[config.mk]
export PLATFORM = sky130hd
export DESIGN_NAME = sort_seq_ctrl
export DESIGN_NICKNAME = d
export VERILOG_FILES = /design/src/rtl/sort_seq_ctrl.sv
export SDC_FILE = /design/constraint.sdc
export NUM_CORES = 1
export LEC_CHECK = 0
export ABC_AREA = 1
export CAP_MARGIN = 20
export CORE_MARGIN = 5
export CORE_UTILIZATION = 45
export CTS_CLUSTER_DIAMETER = 120
export DETAILED_ROUTE_END_ITERATION = 8
export PLACE_DENSITY_LB_ADDON = 0.12
export SYNTH_ARGS = -nofsm -noshare
export SYNTH_HDL_FRONTEND = slang
export SYNTH_SLANG_ARGS = --single-unit
[constraint.sdc]
create_clock -name clk -period 5.61 [get_ports clk]
set_input_delay 1.122 -clock clk [delete_from_list [all_inputs] [get_ports clk]]
set_output_delay 1.122 -clock clk [all_outputs]
set_load 0.01 [all_outputs]
[src/rtl/sort_seq_ctrl.sv]
// Batch sorter: loads DEPTH words, bubble-sorts them through a shared
// external less-than comparator, then streams them out ascending.
module sort_seq_ctrl #(
  parameter int WIDTH = 5,
  parameter int DEPTH = 8,
  parameter int IDXW  = 3
) (
  input  logic             clk,
  input  logic             rst,
  input  logic             in_valid,
  input  logic [WIDTH-1:0] in_data,
  output logic             in_ready,
  output logic             out_valid,
  output logic [WIDTH-1:0] out_data,
  input  logic             out_ready,
  output logic [WIDTH-1:0] cmp_a,
  output logic [WIDTH-1:0] cmp_b,
  input  logic             cmp_lt,
  output logic             busy
);

  localparam logic [1:0] S_LOAD  = 2'd0;
  localparam logic [1:0] S_SORT  = 2'd1;
  localparam logic [1:0] S_DRAIN = 2'd2;

  localparam logic [IDXW-1:0] LAST_IDX = IDXW'(DEPTH - 1);
  localparam logic [IDXW-1:0] LAST_PASS = IDXW'(DEPTH - 2);

  logic [1:0]       r_state;
  logic [IDXW-1:0]  r_wr;
  logic [IDXW-1:0]  r_rd;
  logic [IDXW-1:0]  r_j;
  logic [IDXW-1:0]  r_pass;
  logic             r_swap;
  logic [WIDTH-1:0] r_mem [DEPTH];

  logic [IDXW-1:0]  w_j1;
  logic             w_last_j;
  logic             w_done;

  assign w_j1     = r_j + IDXW'(1);
  assign w_last_j = (r_j == (LAST_PASS - r_pass));
  // Early exit: a pass with no swap (this compare included) means sorted.
  assign w_done   = !(r_swap || cmp_lt) || (r_pass == LAST_PASS);

  assign in_ready  = (r_state == S_LOAD);
  assign out_valid = (r_state == S_DRAIN);
  assign busy      = (r_state == S_SORT);
  assign out_data  = out_valid ? r_mem[r_rd] : '0;
  assign cmp_a     = busy ? r_mem[w_j1] : '0;
  assign cmp_b     = busy ? r_mem[r_j] : '0;

  always_ff @(posedge clk) begin
    if (rst) begin
      r_state <= S_LOAD;
      r_wr    <= '0;
      r_rd    <= '0;
      r_j     <= '0;
      r_pass  <= '0;
      r_swap  <= 1'b0;
      for (int i = 0; i < DEPTH; i++) r_mem[i] <= '0;
    end else begin
      case (r_state)
        S_LOAD: begin
          if (in_valid) begin
            r_mem[r_wr] <= in_data;
            r_wr        <= r_wr + IDXW'(1);
            if (r_wr == LAST_IDX) begin
              r_wr    <= '0;
              r_j     <= '0;
              r_pass  <= '0;
              r_swap  <= 1'b0;
              r_state <= S_SORT;
            end
          end
        end
        S_SORT: begin
          if (cmp_lt) begin
            r_mem[r_j] <= r_mem[w_j1];
            r_mem[w_j1] <= r_mem[r_j];
            r_swap      <= 1'b1;
          end
          if (w_last_j) begin
            if (w_done) begin
              r_rd    <= '0;
              r_state <= S_DRAIN;
            end else begin
              r_pass <= r_pass + IDXW'(1);
              r_j    <= '0;
              r_swap <= 1'b0;
            end
          end else begin
            r_j <= w_j1;
          end
        end
        S_DRAIN: begin
          if (out_ready) begin
            r_rd <= r_rd + IDXW'(1);
            if (r_rd == LAST_IDX) begin
              r_rd    <= '0;
              r_wr    <= '0;
              r_state <= S_LOAD;
            end
          end
        end
        default: r_state <= S_LOAD;
      endcase
    end
  end

endmodule

# Word-level counts from Yosys, hierarchy flattened
# Memories as Yosys holds them, arrays and structs flattened. A register that Yosys moved wholly into a read port is not among the register bits.
# Cells that the tools add are included.
[word_totals]
inputBits = 10
ram_bits = 40
elab_cells = 99
ff_bits = 15
out_inout_bits = 18
memories = 1
[mem_list]
columns = ["name", "depth", "width", "read_ports", "rd_ports_with_merged_regs", "wr", "line", "rtl"]
rows = [
  ["r_mem", 8, 5, 3, 2, 8, "35", "logic [WIDTH-1:0] r_mem [DEPTH];"],
]
[classes]
addsub = 5
n_mux = 57
eq_ne = 14
n_reduce_logical = 16
[op_table]
columns = ["operator", "n"]
rows = [
  ["3-bit two-way mux", 21],
  ["5-bit two-way mux", 6],
  ["3-bit case mux with 2 select lines", 4],
  ["1-bit two-way mux", 18],
  ["5-bit OR reduction", 3],
  ["3-bit by 1-bit adder with 3-bit output (second input constant)", 4],
  ["2-bit two-way mux", 6],
  ["4-bit AND reduction", 3],
  ["2-bit by 1-bit != test with 1-bit output (second input constant)", 5],
  ["3-bit == test (second input constant)", 3],
  ["2-bit case mux with 3 select lines", 1],
  ["6-bit AND reduction", 1],
  ["2-bit nonzero test", 3],
  ["5-bit AND reduction", 1],
  ["2-bit != test (second input constant)", 2],
  ["3-bit == test", 1],
  ["3-bit != test (second input constant)", 1],
  ["3-bit AND reduction", 1],
  ["3-bit subtractor (first input constant)", 1],
  ["2-bit by 1-bit == test with 1-bit output (second input constant)", 1],
  ["2-bit == test (second input constant)", 1],
  ["2-bit zero test", 1],
  ["1-bit logical OR", 2],
  ["1-bit case mux with 2 select lines", 1],
  ["1-bit zero test", 1],
]

# Logic depth before layout (Yosys ltp)
[depth]
word_depth = 8
mapped_depth = 12
depth_no_buf = 12

# Worst setup path after synthesis
# OpenSTA, ideal clock, no wires.
[synth_timing]
kind = "input -> register"
start = "in rst"
end = "mem r_mem[1][0] (enable)"
path_stages = 6
required_time_ps = 5236
path_buffers = 1
setup_time_ps = 374
slack_ps = 3012
arrival_time_ps = 2224
cell_sequence = "inv_1 > buf_2 > nand4_1 > nand2_1 > nand2_2 > o21ai_0"
[synth_lines]
columns = ["element", "line", "rtl"]
rows = [
  ["start, declared", "9", "input logic rst,"],
  ["end, declared", "35", ""],
]

==> flow_metrics.tcl <==
set metrics [dict create \
    wirelength_microns 14500 \
    clk-insertion-delay-late_ns 0.35 \
    peakVddDrop_mv 0.134 \
    rows 36 \
    arrival_ns 3.87 \
    drv_slew 0 \
    drt_iter0_markers 465 \
    grt_pass1_vias 4191 \
    finalSetupViolCount 0 \
    power_density_nw_per_um2 200 \
    clkSlewWorstSetupHoldPaths_ns 0.07 \
    max_stage_delay_ns 0.97 \
    utilization_pct 51.2 \
    antenna_cells 0 \
    root_buffer "clkbuf_8" \
    ctsHtreeMaxLevel 3 \
    drtAntennaViolNets 0 \
    core_area_sq_um 9680 \
    synth_area_sq_um 4440 \
    cp_cell_sequence "clkdlybuf4s50_1 -> inv_1 -> nand4_2 -> nand3_4 -> o21ai_0" \
    fin_cells 790 \
    dp_hpwl_microns 10500 \
    ys_dominant_reg_cell "edfxtp_1" \
    numClockSinks 61 \
    cts_tree "built" \
    slew_headroom_pct 43.5 \
    routed_via_density 5.79 \
    detail_route.wl_per_cell_microns 18.3 \
    numCtsBuffers 9 \
    fp.dieH_microns 109 \
    syn_area_per_cell_sq_um 6.91 \
    yosys_warnings 0 \
    crit_family "buffers and inverters" \
    async_flop_share_pct 0 \
    design_area_sq_um 4960 \
    synth_edf_count 40 \
    fin_total_pwr_w 0.000993 \
    critical_path_class "in -> reg" \
    crit_path_end_kind "flip-flop" \
    cts_hold_buffers 0 \
    cp.required_ns 5.58 \
    placed_cell_area_sq_um 4740 \
    yosysSeqAreaShare_pct 36.6 \
    nFillCells 964 \
    cts_setup_buffers 0 \
    grt_util_all_layers_pct 25.5 \
    io_pins 28 \
    run_status "completed" \
    cp-start-kind "input port" \
    crit_buf_inv 2 \
    max_freq_ghz 0.256 \
    synth_cell_type_count 33 \
    grt_first_pass_wirelength_microns 23000 \
    die_area_sq_um 11900 \
    syn-num-nets 660 \
    fin_setup_tns_ns 0 \
    clock_skew_ns 0.0122 \
    period_needed_ns 3.91 \
    drc_errors 0 \
    placed_cells 773 \
    tightestPinTransition_ns 0.845 \
    hold_viol 0 \
    max_cap_viol_count 0 \
    critPathSlowestCell "clkdlybuf4s50_1" \
    postCtsResizedCells 0 \
    die-width_microns 109 \
    routed-via-count 4574 \
    grt_max_degree 45 \
    hold_class "reg -> reg" \
    place_congestion 0.870 \
    rsz0062_at_grt "no" \
    drive_above_1_share_pct 7.91 \
    p_leak_nw 1.98 \
    path_max_fanout 20 \
    syn2layout_area_growth_pct 11.7 \
    initial_core_util_pct 45.8 \
    layout.nets 670 \
    dr.pass1.iters 5 \
    port_buffers 27 \
    syn_inst 642 \
    finalCritPeriodShare_pct 69.7 \
    antenna_found_initial 0 \
    ys_seq_elements 61 \
    overflow 0 \
    clk_path_buf_depth 2 \
]
==> kinds of logic after synthesis <==
family                   count (synthesis)  share of synthesized area [%]
AO/OA/AOI/OAI                          129                           15.4
XOR/XNOR                                 1                          0.367
adder cells (fa/ha/maj)                  8                           2.26
buffers and inverters                   78                           7.36
flip-flops                              61                           36.6
AND/OR/NAND/NOR                        365                           38.0
==> sequential cells by signal, summed over array words and instances (netlist names), named ones only <==
register and cells:
r_rd 3, r_j 3, r_swap 1, r_pass 3
r_wr 3, r_state 2, r_mem 40
==> placed cells by master, fill, tap and decap left out, types with 3 or more instances in the layout <==
cell / n
a21oi_1: 40
buf_4: 3
clkbuf_8: 11
clkdlybuf4s50_1: 27
dfxtp_1: 21
edfxtp_1: 40
ha_1: 8
inv_1: 41
inv_2: 3
nand2_1: 163
nand2_2: 7
nand3_1: 108
nand4_1: 4
nor2_1: 58
nor2_2: 4
nor2_4: 8
o211ai_1: 10
o21ai_0: 71
o21ai_1: 4
or2_1: 4
==> stage by stage <==
step | hold WS, ns | worst slack, ns
after floorplan | 0.444 | 3.01
after CTS | 0.472 | 1.54
after detailed placement | 0.461 | 1.39
after global placement | 0.457 | 1.52
final | 0.472 | 1.70
after global routing | 0.499 | 1.55
==> cells in the mapped netlist (all sizes together), types with 5 or more instances <==
cell / n / area share, %
inv: 44 / 3.7
o21ai: 75 / 8.5
a21oi: 40 / 4.5
nand2: 172 / 15
clkbuf: 16 / 1.4
dfxtp: 21 / 9.5
edfxtp: 40 / 27
buf: 16 / 2.1
o211ai: 10 / 1.7
nand3: 110 / 13
ha: 8 / 2.3
nor2: 71 / 8.0
nand4: 5 / 0.85
or2: 6 / 0.85
==> worst reg2reg max path: stages (launching register included) <==
cell and delay [ns]:
dfxtp_1 0.36, ha_1 0.23, xnor2_2 0.50, inv_2 0.24, nand2_1 0.21, nand3_1 0.43
nand3_1 0.21, nand2_1 0.09
==> layout make-up <==
type / instances / area, sq um / area share [%]
multi-input cells: 503 / 2490 / 50.2
flip-flops and latches: 61 / 1620 / 32.7
repair buffers: 31 / 320 / 6.46
inverters: 46 / 173 / 3.48
well taps: 133 / 166 / 3.36
clock buffers: 12 / 159 / 3.21
clock inverters: 4 / 28.8 / 0.581
==> worst paths after layout <==
check,start,end,slack [ns],cells after the start
max,rst,r_mem[3][0],1.70,5
min,r_swap,r_swap,0.47,2
max reg2reg,r_j[1],r_mem[5][0],3.09,7
min reg2reg,r_swap,r_swap,0.47,2
==> layer usage <==
layer	vias to the layer above	GRT usage (%)	wire, microns
met4	0	7.75	265
met5	-	0	0
li1	2194	-	-
met2	227	38.5	6190
met3	24	5.62	1440
met1	2129	36.6	6600
==> power by group <==
part | internal, W | switching [W]
clock network | 0.000191 | 0.000183
registers | 0.000497 | 0.0000148
logic | 0.0000300 | 0.0000771
total | 0.000718 | 0.000275
Note: power is estimated with default switching activity, not from simulation.
==> patch 1: new RTL, config.mk and constraints unchanged <==
Change the parameter `DEPTH` from 8 to 4.
--- a/src/rtl/sort_seq_ctrl.sv
+++ b/src/rtl/sort_seq_ctrl.sv
@@ -4,3 +4,3 @@
   parameter int WIDTH = 5,
-  parameter int DEPTH = 8,
+  parameter int DEPTH = 4,
   parameter int IDXW  = 3
Function: changed (a bounded check fails within 10 cycles, from zero or initial values and one cycle with rst high).
==> patch 1 against the original RTL <==
Count of clock-buffer cells in the layout fell by 7; power rose by 2.4%; synthesized area fell by 41%; combinational power rose to 3.8 times the old value; worst hold slack got worse by 0.014 ns; global-route usage fell by 5.7 points; wire length fell by 52%; register-to-register slack got worse by 0.29 ns; design area fell by 39%; worst setup slack got worse by 0.21 ns; maximum frequency fell by 5.0%; sequential cell count fell by 22; first-iteration DRC count fell by 62%; sequential share of layout area fell by 0.052 points; largest power group unchanged.
==> patch 1: results (changes against the original RTL) <==
[status]
outcome=completed

[synth]
synth_cell_types=25  ; -24%
yosys-top-cells-count=nand2_1 (128), nand3_1 (45), nor2_1 (44)
ys_seq_area_share_pct=37.55  ; +0.99 points
syn_avg_cell_area_um2=6.699  ; -3.0%
synth_area_leaders=edfxtp_1 (23%), nand2_1 (18%), dfxtp_1 (15%)

[clock_network]
h-tree-depth=2  ; -1

[finish]
layout.nets=432  ; -36%
finalNonFillerCells=486  ; -38%

[global_routing]
grt_pass1_wl_um=11630  ; -49%
grt_max_degree=18  ; -60%
grt_pass1_vias=2368  ; -43%
grt_usage_pct=19.88  ; -5.7 points

[placement]
dp_cells=478  ; -38%
place_area_um2=2917  ; -38%
pre_cts_ws_ns=1.811  ; +0.4167 ns
hpwlAfterDp_um=5448  ; -48%
place.gp.congestion=0.8333  ; -4.3%

[timing]
worst_pin_slew_ns=0.6950  ; -0.1499 ns
skew_ns=0.01027  ; -0.001950 ns

[min_path]
min_to=r_wr[2]$_SDFFE_PP0P_

[setup_path]
cpMaxStageDelayCell=dfxtp_1
reg2reg_slack_ns=2.80  ; -0.29 ns
slowest_delay_ns=0.78  ; -0.19 ns

[route]
vias=2542  ; -44%
routed_wl_um=6904  ; -52%

==> patch 1: changes by cell type after synthesis, moves of 9 or more <==
cell      delta
a21oi_1     -22
buf_2        -9
clkbuf_1    -10
edfxtp_1    -20
inv_1       -12
nand2_1     -35
nand3_1     -63
nor2_1      -14
o211ai_1    -10
o21ai_0     -57
o21ai_1     +21
==> patch 1: critical path: cells and delay by family (launching register included) <==
family	cells	cell delay (ns)
adders and majority gates	1	0.55
buffers and inverters	3	1.03
DFF	1	0.78
and+or+nand+nor	3	0.34
==> patch 1: logic make-up after synthesis <==
kind of cell	synth area share [%]
AOI/OAI and AO/OA	12.07
adders and majority gates	4.310
buffers and inverters	7.327
DFF	37.55
and+or+nand+nor	38.75
==> patch 1: worst max-delay path by stage <==
stage                              from       end  slack [ns]  cells after the start
CTS                 r_j[0]$_SDFFE_PP0P_  cmp_a[0]        1.48                      7
detailed placement  r_j[0]$_SDFFE_PP0P_  cmp_a[0]        1.81                      7
global placement    r_j[0]$_SDFFE_PP0P_  cmp_a[4]        1.72                      7
global route        r_j[0]$_SDFFE_PP0P_  cmp_a[0]        1.26                      7
finish              r_j[0]$_SDFFE_PP0P_  cmp_a[0]        1.49                      7
floorplan           r_j[0]$_SDFFE_PP0P_  cmp_a[0]        3.04                      7
==> patch 1: final cells by class <==
| type | instances | area, um2 |
|---|---|---|
| fillers | 544 | 2571 |
| multi-input cells | 304 | 1440 |
| flip-flops and latches | 39 | 980.9 |
| repair buffers | 27 | 270.3 |
| inverters | 36 | 135.1 |
| well taps | 72 | 90.09 |
| clock buffers | 5 | 68.82 |
| clock inverters | 3 | 17.52 |
==> patch 1: report_power, final <==
group          leakage (nW)  internal [W]  switching, W
Clock                0.0488     0.0000872      0.000101
Combinational         0.811      0.000139      0.000266
Sequential            0.363      0.000357     0.0000656
Total                  1.22      0.000584      0.000433
==> patch 1: metrics by stage <==
| step | total power (W) | hold WS, ns | utilization [%] |
|---|---|---|---|
| 6_report | 0.001017 | 0.4582 | 53.87 |
| 3_3_place_gp | 0.0008332 | 0.4431 | 52.32 |
| 2_1_floorplan | 0.0007062 | 0.4324 | - |
| 5_1_grt | 0.001097 | 0.4937 | 53.87 |
| 3_5_place_dp | 0.0008277 | 0.4462 | 52.32 |
| 4_1_cts | 0.001018 | 0.4592 | 53.87 |
==> patch 1: layer usage <==
metal,vias to the layer above,routed length (um),track usage [%]
met5,-,0,0
met4,0,36,4.674
met3,2,480,3.137
met2,80,3151,32.17
met1,1139,3237,27.93
li1,1321,-,-
==> patch 2: new RTL, same flow settings <==
Without the edit above. Make the reset (`rst`) asynchronous in one clocked block.
--- a/src/rtl/sort_seq_ctrl.sv
+++ b/src/rtl/sort_seq_ctrl.sv
@@ -52,3 +52,3 @@
 
-  always_ff @(posedge clk) begin
+  always_ff @(posedge clk or posedge rst) begin
     if (rst) begin
Behaviour: differs if rst is asserted again (counterexample within 10 cycles, from zero or initial values and one cycle with rst high); with rst held inactive, the same outputs for 10 cycles.
==> patch 2 against the original RTL <==
Sequential cell count is 6 lower; worst setup slack got worse by 0.46 ns; wire length up 28%; worst hold slack improved by 0.082 ns; core utilization fell by 1.8 points; design area grew 13%; global-route usage up 2.7 points; synthesized area is 17% higher; critical path type is now reg2out; highest routed layer unchanged.
Power is left out: the tool's default activity adds up to more than one toggle a clock period on the data nets, which glitch-free logic cannot reach.
==> patch 2: results (changes against the original RTL) <==
[timing]
skew_ns=0.009433  ; -0.002792 ns
timing.slew.headroom_pct=40.08  ; -3.4 points

[setup_path]
worstPathArrival_ns=3.24  ; -0.63 ns
start_kind=flop
reg2reg_depth=10  ; +3
critPathMaxFanout=17  ; -15%
r2r_start=r_j[1]$_DFFE_PP0P_
reg2reg_slack_ns=2.72  ; -0.37 ns
r2r_end=r_mem[8]$_DFFE_PP0P_

[route]
met2_length_um=8380  ; +35%
wl_per_cell_um=17.74  ; -3.3%
firstDrtPassIters=5  ; unchanged
vias=5837  ; +28%
initialDrtViolationCount=666  ; +43%
maxUsedRoutingLayer=met4
met1_length_um=8138  ; +23%
dr_wl_met3_um=1399  ; -2.6%

[clock_network]
clockBufferDepth=2  ; unchanged
clkLatencyLatePin_ns=0.31  ; -0.04 ns
post_cts_buffers=0  ; unchanged
clk_pin_slew_ns=0.08
numCtsBuffers=5  ; -4
post_cts_resized=0  ; unchanged
cts_root_buf=clkbuf_16
h-tree-depth=2  ; -1

[min_path]
min_from=r_pass[1]$_DFFE_PP0P_
min_to=r_pass[1]$_DFFE_PP0P_
hold_class=reg2reg
holdPathStages=2  ; unchanged

[finish]
largest_reg_flops=40  ; unchanged
drive_gt1_share_pct=5.954  ; -2.0 points
antenna_cells=0  ; unchanged
largest_register=r_mem

[global_routing]
grt_pass1_wl_um=29160  ; +27%
grt_usage_pct=28.20  ; +2.7 points
antenna_found_initial=0  ; unchanged
grt_pass1_vias=5462  ; +30%
grt_max_degree=93  ; +110%

[synth]
ys.flop_type=dfrtp_1
syn_nets=922  ; +40%
yosys_warnings=0  ; unchanged
synth_cell_types=26  ; -21%
yosys-top-cells-count=nand2_1 (349), nand3_1 (161), inv_1 (129)
ys_seq_area_share_pct=26.61  ; -9.9 points
synth_area_leaders=dfrtp_1 (27%), nand2_1 (25%), nand3_1 (16%)
async_flop_share_pct=100.0  ; +100 points

[placement]
port_buffers=27  ; unchanged
place.gp.congestion=1.029  ; +18%
hpwlAfterDp_um=13690  ; +31%

[status]
outcome=completed

==> patch 2: changes by cell type after synthesis, sizes merged, moves of 21 or more <==
cell / before / now
dfrtp: 0 / 55
nor2: 71 / 47
nand3: 110 / 161
edfxtp: 40 / 0
inv: 44 / 134
nand2: 172 / 376
o21ai: 75 / 41
dfxtp: 21 / 0
==> patch 2: metal layers <==
layer  vias up  GRT usage (%)
met2       249          44.27
met5         -              0
li1       2815              -
met3        44          4.062
met1      2729          38.48
met4         0          12.61
==> patch 2: per-stage QoR <==
| step | area (um2) | setup slack, ns | hold WS [ns] | cells |
|---|---|---|---|---|
| final | 5588 | 1.245 | 0.5542 | 1050 |
| after global placement | 5436 | 1.657 | 0.5421 | 1042 |
| after detailed placement | 5436 | 1.668 | 0.5482 | 1042 |
| after CTS | 5588 | 1.301 | 0.5648 | 1050 |
| after global routing | 5588 | 1.022 | 0.5805 | 1050 |
| after floorplan | 5172 | 3.001 | 0.5125 | 904 |
==> patch 2: critical path, cell delays in order (launching register included) <==
cell and delay, ns:
dfrtp_1 0.81, ha_1 0.55, inv_1 0.44, nand3_1 0.13, nand2_1 0.08, nand2_1 0.07
a21oi_1 0.26, clkdlybuf4s50_1 0.59
==> patch 2: final cells by class <==
type / count / area [um2]
clock inverters: 1 / 8.758
inverters: 135 / 506.7
fillers: 1254 / 5733
repair buffers: 32 / 307.8
multi-input cells: 677 / 3065
well taps: 143 / 178.9
flip-flops and latches: 55 / 1378
clock buffers: 7 / 142.6
==> patch 2: how the worst max path moves through the flow <==
stage,end,slack (ns),cells after the start
finish,cmp_a[0],1.24,7
global route,cmp_a[0],1.02,7
CTS,cmp_a[0],1.30,7
detailed placement,cmp_a[0],1.67,7
global placement,cmp_a[0],1.66,7
floorplan,cmp_a[0],3.00,7
==> patch 2: kinds of logic after synthesis <==
family	Yosys count	synth area share, %
buffers and inverters	172	14.13
adder cells (fa/ha/maj)	8	1.935
flip-flops	55	26.61
XOR/XNOR	4	0.6774
AND/OR/NAND/NOR	586	48.74
AO/OA/AOI/OAI	79	7.910
